[config.mk]
export PLATFORM = sky130hd
export DESIGN_NAME = hazard_sched
export DESIGN_NICKNAME = d
export VERILOG_FILES = /design/src/rtl/hazard_sched.sv
export SDC_FILE = /design/constraint.sdc
export NUM_CORES = 1
export LEC_CHECK = 0
export CORE_MARGIN = 2
export CORE_UTILIZATION = 45
export DETAILED_ROUTE_END_ITERATION = 12
export PLACE_DENSITY = 0.93
export SETUP_SLACK_MARGIN = 0.5
export SYNTH_ARGS = -nofsm -noshare
export SYNTH_HDL_FRONTEND = slang
export SYNTH_SLANG_ARGS = --single-unit
[constraint.sdc]
create_clock -name clk -period 4.4 [get_ports clk]
set_input_delay 0.44 -clock clk [delete_from_list [all_inputs] [get_ports clk]]
set_output_delay 0.44 -clock clk [all_outputs]
set_load 0.005 [all_outputs]
[src/rtl/hazard_sched.sv]
// Hazard scheduler for the 5-stage MIPS core: tracks E/M/W destination records,
// chooses D-stage forward sources, raises stall, and interlocks the mult/div unit.
module hazard_sched #(
  parameter int unsigned MULT_LAT = 5,
  parameter int unsigned DIV_LAT  = 10
) (
  input  logic        clk,
  input  logic        reset,
  input  logic [4:0]  D_rs,
  input  logic [4:0]  D_rt,
  input  logic [1:0]  D_rs_tuse,
  input  logic [1:0]  D_rt_tuse,
  input  logic [4:0]  D_dst,
  input  logic [1:0]  D_tnew,
  input  logic        D_memsrc,
  input  logic        D_md_start,
  input  logic        D_md_div,
  input  logic        D_md_use,
  output logic        stall,
  output logic [31:0] D_FMUX1_slt,
  output logic [31:0] D_FMUX2_slt,
  output logic        md_busy
);

  localparam logic [4:0] MULT_CNT = 5'(MULT_LAT);
  localparam logic [4:0] DIV_CNT  = 5'(DIV_LAT);

  // W's tnew and the md/div flags of M and W never influence any decision,
  // so only the fields that matter are carried past E.
  logic [4:0] e_dst, m_dst, w_dst;
  logic [1:0] e_tnew, m_tnew;
  logic       e_mem, m_mem, w_mem;
  logic       e_md, e_div;
  logic [4:0] md_cnt;

  logic [2:0] rs_res, rt_res;
  logic       md_stall;

  // Returns {stall, select} for one source operand; youngest match wins.
  function automatic logic [2:0] resolve(input logic [4:0] src, input logic [1:0] tuse);
    logic [1:0] e_eff;
    e_eff   = (e_tnew == 2'd0) ? 2'd1 : e_tnew;
    resolve = {1'b0, 2'd3};
    if (src != 5'd0) begin
      if (src == e_dst) begin
        resolve = {(e_eff > tuse), 2'd3};
      end else if (src == m_dst) begin
        if (m_tnew > tuse)
          resolve = {1'b1, 2'd3};
        else if (m_tnew == 2'd0 && !m_mem)
          resolve = {1'b0, 2'd0};
      end else if (src == w_dst) begin
        resolve = {1'b0, (w_mem ? 2'd2 : 2'd1)};
      end
    end
  endfunction

  always_comb begin
    rs_res      = resolve(D_rs, D_rs_tuse);
    rt_res      = resolve(D_rt, D_rt_tuse);
    md_busy     = (md_cnt != 5'd0);
    md_stall    = (D_md_use | D_md_start) & (md_busy | e_md);
    stall       = rs_res[2] | rt_res[2] | md_stall;
    D_FMUX1_slt = {30'd0, rs_res[1:0]};
    D_FMUX2_slt = {30'd0, rt_res[1:0]};
  end

  always_ff @(posedge clk or negedge reset) begin
    if (!reset) begin
      e_dst  <= '0;
      e_tnew <= '0;
      e_mem  <= 1'b0;
      e_md   <= 1'b0;
      e_div  <= 1'b0;
      m_dst  <= '0;
      m_tnew <= '0;
      m_mem  <= 1'b0;
      w_dst  <= '0;
      w_mem  <= 1'b0;
      md_cnt <= '0;
    end else begin
      w_dst  <= m_dst;
      w_mem  <= m_mem;
      m_dst  <= e_dst;
      m_tnew <= (e_tnew != 2'd0) ? e_tnew - 2'd1 : 2'd0;
      m_mem  <= e_mem;
      if (stall) begin
        e_dst  <= '0;
        e_tnew <= '0;
        e_mem  <= 1'b0;
        e_md   <= 1'b0;
        e_div  <= 1'b0;
      end else begin
        e_dst  <= D_dst;
        e_tnew <= D_tnew;
        e_mem  <= D_memsrc;
        e_md   <= D_md_start;
        e_div  <= D_md_div;
      end
      if (e_md)
        md_cnt <= e_div ? DIV_CNT : MULT_CNT;
      else if (md_cnt != 5'd0)
        md_cnt <= md_cnt - 5'd1;
    end
  end

endmodule
==> impl_metrics.py, run 1 <==
metrics = {
    "power_and_ir_drop": {
        "p_total_uw": 901,
        "powerDensity_nw_per_um2": 378,
        "p_leak_uw": 0.00110,
        "ir_drop_uv": 135,
    },
    "synthesis": {
        "synth_flop_cell": "dfrtp_1",
        "ys.warnings.count": 0,
        "synth_cell_type_count": 34,
        "synth_area_per_cell_um2": 9.25,
        "ys_ff_latch": 29,
        "synth_edf_count": 0,
        "syn_inst": 233,
        "yosysSeqAreaShare": 0.337,
        "syn_area_um2": 2160,
        "yosys.area.top_type": "dfrtp_1",
        "synth_area_leaders": "dfrtp_1 (34%), buf_4 (21%), xnor2_1 (8.9%)",
        "yosysTopAreaCellShare": 0.337,
        "postSynth.asyncResetShare": 1.00,
    },
    "die": {
        "rows": 25,
        "die_y_um": 73.2,
        "fp.dieW_um": 73.2,
        "boundaryPins": 93,
        "start_util": 0.463,
        "dieArea_um2": 5360,
        "core-area_um2": 4660,
    },
    "clocking": {
        "postCtsSetupBuffers": 0,
        "cts_root_buf": "clkbuf_8",
        "cts.sinks": 29,
        "cts_resized": 0,
        "numCtsBuffers": 5,
        "clk_pin_slew_ns": 0.06,
        "clock_latency_ns": 0.28,
        "tritoncts": "done",
        "cts_htree_levels": 2,
        "postCtsHoldBufs": 0,
        "clock_path_buffers": 2,
    },
    "detailed_routing": {
        "drc": 0,
        "num_vias": 1518,
        "drt-total-wl_um": 3930,
        "via_per_inst": 4.74,
        "firstDrtPassIters": 4,
        "drtIter0Drc": 75,
        "antenna_left": 0,
        "wl_per_cell_um": 12.3,
    },
    "global_routing": {
        "grt_max_degree": 30,
        "grt-ovfl-total": 0,
        "grt_pass1_vias": 1403,
        "grt.total_usage": 0.150,
        "grt_pass1_wl_um": 6150,
        "antenna_found_initial": 0,
    },
    "cells_and_area": {
        "final_area_um2": 2380,
        "drive_gt1_frac": 0.0414,
        "fillerInstances": 406,
        "layout_commonest_cell": "conb_1",
        "final_nets": 303,
        "area_delta_synth_final_pct": 10.6,
        "final_cell_mix": "conb_1 (60), clkdlybuf4s50_1 (32), dfrtp_1 (29), xnor2_1 (22), o21ai_0 (13)",
        "antenna_cells": 0,
        "stdcell_count": 320,
    },
    "placement": {
        "placed_cells": 313,
        "portBuffers": 32,
        "routabilityCongestion": 0.804,
        "place_area_um2": 2300,
        "hpwlAfterDp_um": 3150,
    },
    "worst_hold_path": {
        "hold_path.class": "reg2reg",
    },
    "critical_path": {
        "critical_path_required_ns": 3.96,
        "crit_path_start_kind": "input port",
        "crit_type": "in2out",
        "cp.arrival_ns": 3.15,
        "path_max_fanout": 11,
        "cp-end-kind": "output pin",
    },
    "sta": {
        "post-route-period-util": 0.816,
        "slew_violations": 0,
        "timing.slew.headroom": 0.300,
        "rsz0062_at_grt": "false",
        "max_freq_ghz": 0.278,
        "period_needed_ns": 3.59,
        "hold_viol": 0,
        "tns_ns": 0,
        "setup_viol": 0,
        "worst_pin_slew_ns": 1.04,
        "fin_skew_ns": 0.00724,
    },
    "outcome": {
        "outcome": "finished clean",
    },
    "run": {
        "max-cap-violations": 0,
    },
}
==> metrics by stage <==
stage	hold WS [ns]	worst slack (ns)	util
3_5_place_dp	0.353	0.843	0.493
6_report	0.367	0.808	0.511
4_1_cts	0.366	0.829	0.511
2_1_floorplan	0.144	2.18	-
5_1_grt	0.390	0.546	0.511
3_3_place_gp	0.332	0.870	0.493
==> sequential cells by signal, indices dropped and copies added (netlist names), 2 cells and up <==
name / cells
e_dst: 5
e_tnew: 2
m_dst: 5
m_tnew: 2
md_cnt: 5
w_dst: 5
==> logic make-up (layout without fill, tap and decap cells) <==
group / count (synthesis) / in the layout / synth area share
buffers and inverters: 75 / 49 / 0.236
other: 1 / 60 / 0.00174
AND/OR/NAND/NOR: 55 / 55 / 0.148
XOR/XNOR: 33 / 33 / 0.134
adder cells (fa/ha/maj): 10 / 10 / 0.0580
flip-flops: 29 / 29 / 0.337
AO/OA/AOI/OAI: 30 / 30 / 0.0853
==> per-layer routing <==
layer  share of wire  up-vias  GRT usage
li1                -      727          -
met1            0.40      718      0.173
met2            0.49       67      0.259
met3           0.092        6     0.0442
met4           0.016        0     0.0617
met5               0        -          0
==> critical path, cell delays in order <==
cell and delay [ns]:
clkdlybuf4s50_1 0.46, inv_1 0.07, ha_1 0.29, a21oi_1 0.06, a211o_1 0.23, o31ai_1 0.84, or4_1 0.27, clkdlybuf4s50_1 0.50
==> layout make-up <==
| class | count | area (um2) | share of cell area |
|---|---|---|---|
| Tap cell | 54 | 67.6 | 0.0283 |
| Inverter | 9 | 33.8 | 0.0142 |
| Timing Repair Buffer | 33 | 328 | 0.138 |
| Sequential cell | 29 | 726 | 0.304 |
| Clock buffer | 7 | 86.3 | 0.0362 |
| Multi-Input combinational cell | 188 | 1140 | 0.479 |
==> final timing paths <==
kind	slack, ns	start	depth (start not counted)	to
worst max-delay path	0.81	D_rs_tuse[1]	8	stall
worst min-delay path	0.37	e_mem	0	m_mem
worst max register to register	2.04	e_tnew[1]	5	e_dst[4]
worst min register to register	0.37	e_mem	0	m_mem
max in group asynchronous	3.59	reset	2	e_dst[3]
min in group asynchronous	0.54	reset	2	m_dst[3]
==> cell usage after synthesis (3+ instances only) <==
master / n
o21ai_0: 13
o21ai_1: 3
dfrtp_1: 29
clkbuf_1: 4
nor2b_1: 4
nor3_1: 7
xor2_1: 11
nand2_1: 9
a21oi_1: 3
buf_4: 60
or4_1: 3
nor4_1: 10
nor2_1: 6
inv_1: 9
xnor2_1: 22
nand3_1: 7
o31ai_1: 3
ha_1: 10
==> where the power goes <==
group	internal, uW	leakage (uW)	total [uW]	switching (uW)
combinational	157	0.000678	307	150
clock	124	0.0000443	213	89.8
sequential	324	0.000382	381	57.0
total	605	0.00110	901	297
(Power assumes the default switching activity.)
==> inputs of run 2 (changes only) <==
CORE_UTILIZATION = 43   (was 45)
PLACE_DENSITY = 0.89   (was 0.93)
clock period = 3.6 ns   (was 4.4 ns; I/O delays follow)
==> run 2 against run 1 <==
  * Via count increased by 1.8%
  * Sequential share of layout area decreased by 0.66 points
  * Hold slack got worse by 0.020 ns
  * Register-to-register slack worse by 0.48 ns
  * Cell count grew 5.6%
  * Non-clock buffer count grew 5
  * Largest power group unchanged
==> impl_metrics.py, run 2 (synthesis gave the netlist of run 1 again) <==
metrics = {
    "cells_and_area": {
        "layout_commonest_cell": "conb_1",
        "final_nets": 308,
        "antenna_cells": 0,
        "final_cell_mix": "conb_1 (60), dfrtp_1 (29), clkdlybuf4s50_1 (29), xnor2_1 (22), o21ai_0 (12)",
        "fillerInstances": 448,
        "area_delta_synth_final_pct": 13.0,
        "drive_gt1_frac": 0.0664,
    },
    "critical_path": {
        "crit_type": "in2out",
        "cp.buffers_inverters": 2,
        "cp-end-kind": "output pin",
        "crit_family": "simple AND/OR/NAND/NOR gates",
        "critical_path_required_ns": 3.24,
        "cp.arrival_ns": 2.64,
        "crit_path_start_kind": "input port",
        "critPathMaxStageDelay_ns": 0.54,
        "cp_cell_sequence": "clkdlybuf4s50_1 > or4_1 > nor2_1 > o21bai_2 > nor3_2 > or4_1 > dlygate4sd2_1",
        "cp_common_cell": "or4_1",
        "path_max_fanout": 11,
        "critical_path.slowest_cell": "or4_1",
    },
    "global_routing": {
        "antenna_found_initial": 0,
        "grt_pass1_wl_um": 6400,
        "grt_pass1_vias": 1392,
        "grt_max_degree": 30,
        "grt.total_usage": 0.154,
        "grt-ovfl-total": 0,
    },
    "detailed_routing": {
        "wl_per_cell_um": 12.3,
        "drtIter0Drc": 67,
        "drt-total-wl_um": 4160,
        "firstDrtPassIters": 4,
        "num_vias": 1545,
        "drc": 0,
        "via_per_inst": 4.57,
        "antenna_left": 0,
    },
    "sta": {
        "tns_ns": 0,
        "worst_pin_slew_ns": 0.660,
        "rsz0062_at_grt": "false",
        "setup_viol": 0,
        "max_freq_ghz": 0.334,
        "hold_viol": 0,
        "timing.slew.headroom": 0.558,
        "post-route-period-util": 0.832,
        "slew_violations": 0,
        "period_needed_ns": 3.00,
        "fin_skew_ns": 0.00891,
    },
    "clocking": {
        "tritoncts": "done",
        "clk_pin_slew_ns": 0.06,
        "clock_path_buffers": 2,
        "postCtsHoldBufs": 0,
        "cts_htree_levels": 2,
        "clock_latency_ns": 0.29,
        "numCtsBuffers": 5,
        "cts_root_buf": "clkbuf_8",
        "cts.sinks": 29,
    },
    "die": {
        "rows": 25,
        "fp.dieW_um": 74.8,
        "start_util": 0.450,
        "dieArea_um2": 5600,
        "core-area_um2": 4790,
        "boundaryPins": 93,
        "die_y_um": 74.8,
    },
    "worst_hold_path": {
        "hold_path.class": "reg2reg",
    },
    "placement": {
        "portBuffers": 32,
        "hpwlAfterDp_um": 3270,
        "routabilityCongestion": 0.830,
    },
    "outcome": {
        "outcome": "finished clean",
    },
    "power_and_ir_drop": {
        "p_leak_uw": 0.00113,
        "powerDensity_nw_per_um2": 463,
        "p_total_uw": 1130,
        "ir_drop_uv": 225,
    },
    "run": {
        "max-cap-violations": 0,
    },
}
## run 2: cell types whose count changed in the layout (fill, tap and decap cells not counted), sizes merged
cell	delta
dlygate4sd2	+3
buf	+5
clkdlybuf4s50	-3
## run 2: through the flow
stage	worst slack [ns]	utilization	hold slack, ns	cell area (um2)	instances
3_5_place_dp	0.326	0.488	0.339	2340	329
2_1_floorplan	1.48	-	0.0644	2380	292
4_1_cts	0.602	0.509	0.349	2440	338
5_1_grt	0.532	0.509	0.363	2440	338
3_3_place_gp	0.399	0.488	0.334	2340	329
6_report	0.604	0.509	0.347	2440	338
## run 2: repair_timing
item / 4_1_cts / 5_1_grt
setup buffers: 2 / 0
gates resized for setup: 6 / 0
setup endpoints to repair: 1 / 0
## run 2: area by class of cell
| class | count | area, um2 | share of cell area |
|---|---|---|---|
| timing repair buffer | 38 | 362 | 0.148 |
| multi-input combinational | 188 | 1140 | 0.470 |
| clock buffer | 7 | 86.3 | 0.0354 |
| inverter | 9 | 33.8 | 0.0139 |
| tap | 67 | 83.8 | 0.0344 |
| sequential | 29 | 726 | 0.298 |
## run 2: path summary, 6_finish.rpt
check | slack [ns] | cells past startpoint | to | start
setup / recovery | 0.60 | 7 | stall | D_rs[3]
hold / removal | 0.35 | 0 | m_mem | e_mem
setup reg to reg | 1.56 | 8 | e_dst[2] | md_cnt[0]
hold reg to reg | 0.35 | 0 | m_mem | e_mem
max in group asynchronous | 2.88 | 2 | m_dst[4] | reset
min in group asynchronous | 0.45 | 2 | w_dst[4] | reset
## run 2: metal layers
| metal | share of wire | track usage | up-vias |
|---|---|---|---|
| li1 | - | - | 737 |
| met1 | 0.41 | 0.186 | 725 |
| met2 | 0.49 | 0.260 | 75 |
| met3 | 0.080 | 0.0335 | 8 |
| met4 | 0.018 | 0.0754 | 0 |
| met5 | 0 | 0 | - |
## run 2: power breakdown
group | total [uW] | switching, uW | internal [uW]
sequential | 466 | 70.3 | 396
combinational | 390 | 190 | 200
clock | 272 | 121 | 151
total | 1130 | 381 | 747
## run 2: worst reg2reg max path: cells and delay by family, from the launching register on
kind | cells | cell delay, ns
AND/OR/NAND/NOR | 2 | 0.56
buffers and inverters | 3 | 0.40
AO/OA/AOI/OAI | 2 | 0.38
flip-flops | 1 | 0.39
adder cells (fa/ha/maj) | 1 | 0.18
==> inputs of run 3 (changes only) <==
clock period = 2.8 ns   (was 3.6 ns; I/O delays follow)
==> run 3 against run 2 <==
  * Cell count grew 8.6%
  * Count of clock-buffer cells in the layout fell by 2
  * Global-route usage is 2.0 points higher
  * First-iteration DRC count shrank 36%
  * Clock skew is 0.00055 ns higher
  * Flip-flop and latch count did not move
  * Worst setup slack lost 0.21 ns
  * Critical path depth up 2
  * Die area is the same
  * Non-clock buffer count up 30
  * Final area is 14% higher
  * Register-to-register slack lost 0.93 ns
==> impl_metrics.py, run 3 (synthesis gave the netlist of run 1 again) <==
metrics = {
    "outcome": {
        "outcome": "finished clean",
    },
    "power_and_ir_drop": {
        "combPwrFrac": 0.428,
        "seqPwrFrac": 0.379,
        "powerDensity_nw_per_um2": 571,
        "pwr-share-clk": 0.193,
        "swShare": 0.338,
        "ir_drop_uv": 308,
        "p_total_uw": 1580,
        "p_sw_uw": 535,
        "p_int_uw": 1050,
        "p_leak_uw": 0.00131,
    },
    "cells_and_area": {
        "antenna_cells": 0,
        "final_nets": 338,
        "layout_commonest_cell": "conb_1",
        "drive_gt1_frac": 0.233,
        "final_util": 0.580,
        "area_delta_synth_final_pct": 28.7,
        "seqCellArea_um2": 727,
        "final_area_um2": 2780,
        "final_cell_mix": "conb_1 (60), buf_4 (35), dfrtp_1 (28), xnor2_1 (22), clkdlybuf4s50_1 (16)",
        "fillerInstances": 419,
        "multi_input_area_um2": 1270,
    },
    "critical_path": {
        "crit_type": "in2out",
        "critPathMaxStageDelay_ns": 0.53,
        "path_max_fanout": 2,
        "critical_path_required_ns": 2.52,
        "cp_cell_sequence": "clkdlybuf4s50_1 > inv_2 > buf_4 > ha_4 > a21oi_2 > a211o_1 > nor2_1 > or4_4 > buf_6",
        "cp.arrival_ns": 2.13,
        "cp-end-kind": "output pin",
        "crit_path_start_kind": "input port",
        "critical_path.slowest_cell": "or4_4",
    },
    "detailed_routing": {
        "drc": 0,
        "via_per_inst": 4.43,
        "wl_per_cell_um": 12.3,
        "antenna_left": 0,
        "drt-total-wl_um": 4510,
        "firstDrtPassIters": 4,
        "drtIter0Drc": 43,
        "num_vias": 1627,
    },
    "global_routing": {
        "grt_pass1_vias": 1559,
        "grt_pass1_wl_um": 7140,
        "grt-ovfl-total": 0,
        "antenna_found_initial": 0,
        "grt.total_usage": 0.174,
        "grt_max_degree": 30,
    },
    "die": {
        "boundaryPins": 93,
        "fp.dieW_um": 74.8,
        "start_util": 0.450,
        "die_y_um": 74.8,
        "rows": 25,
        "core-area_um2": 4790,
        "dieArea_um2": 5600,
    },
    "sta": {
        "rsz0062_at_grt": "true",
        "setup_viol": 0,
        "hold_viol": 0,
        "post-route-period-util": 0.859,
        "slew_violations": 0,
        "period_needed_ns": 2.41,
        "max_freq_ghz": 0.416,
        "timing.hold.ws_ns": 0.339,
        "fin_skew_ns": 0.00947,
    },
    "run": {
        "max-cap-violations": 0,
    },
    "placement": {
        "portBuffers": 32,
        "hpwlAfterDp_um": 3350,
        "routabilityCongestion": 0.840,
        "place_area_um2": 2460,
    },
    "clocking": {
        "numCtsBuffers": 5,
        "clock_latency_ns": 0.28,
        "postCtsHoldBufs": 0,
        "cts_htree_levels": 2,
        "clk_pin_slew_ns": 0.06,
        "tritoncts": "done",
        "cts.sinks": 29,
        "cts_root_buf": "clkbuf_8",
        "clock_path_buffers": 2,
    },
    "worst_hold_path": {
        "hold_path.class": "reg2reg",
    },
}
[run 3: metal layers]
layer | track usage | vias to the layer above | share of wire
met2 | 0.297 | 73 | 0.49
li1 | - | 799 | -
met3 | 0.0428 | 7 | 0.076
met1 | 0.208 | 748 | 0.41
met4 | 0.0794 | 0 | 0.022
met5 | 0 | - | 0
[run 3: per-stage QoR]
stage / setup WS [ns] / setup TNS [ns] / cells
final: 0.394 / 0 / 367
after global routing: 0.292 / 0 / 367
after CTS: 0.389 / 0 / 363
after detailed placement: -0.139 / -0.154 / 345
after global placement: -0.147 / -0.147 / 345
after floorplan: 0.764 / 0 / 292
[run 3: layout make-up]
cell class | instances | share of cell area
inverters | 9 | 0.0122
repair buffers | 68 | 0.213
clock inverters | 1 | 0.00180
flip-flops and latches | 29 | 0.262
multi-input cells | 188 | 0.456
well taps | 67 | 0.0302
clock buffers | 5 | 0.0248
[run 3: power by group through the flow]
stage | clock, uW | sequential (uW) | combinational, uW
6_report | 305 | 600 | 678
5_1_grt | 327 | 612 | 756
4_1_cts | 310 | 599 | 630
3_5_place_dp | 0 | 604 | 523
3_3_place_gp | 0 | 598 | 502
2_1_floorplan | 0 | 585 | 408
[run 3: worst paths after layout]
check                      slack [ns]   endpoint         start  cells past startpoint
setup / recovery                 0.39      stall  D_rt_tuse[1]                      9
hold / removal                   0.34      m_mem         e_mem                      0
setup reg to reg                 0.63  e_tnew[0]     md_cnt[0]                     10
hold reg to reg                  0.34      m_mem         e_mem                      0
max in group asynchronous        2.13  m_tnew[1]         reset                      2
min in group asynchronous        0.38      m_mem         reset                      2
[run 3: what timing repair did]
item | CTS | global route
setup endpoints to repair | 5 | 5
setup buffers | 12 | 4
gates resized for setup | 42 | 10
pin swaps | 19 | 7
[run 3: critical path, delay by kind of cell]
kind,cells,cell delay (ns)
and+or+nand+nor,2,0.58
adders and majority gates,1,0.23
AOI/OAI and AO/OA,2,0.25
buffers and inverters,4,0.78
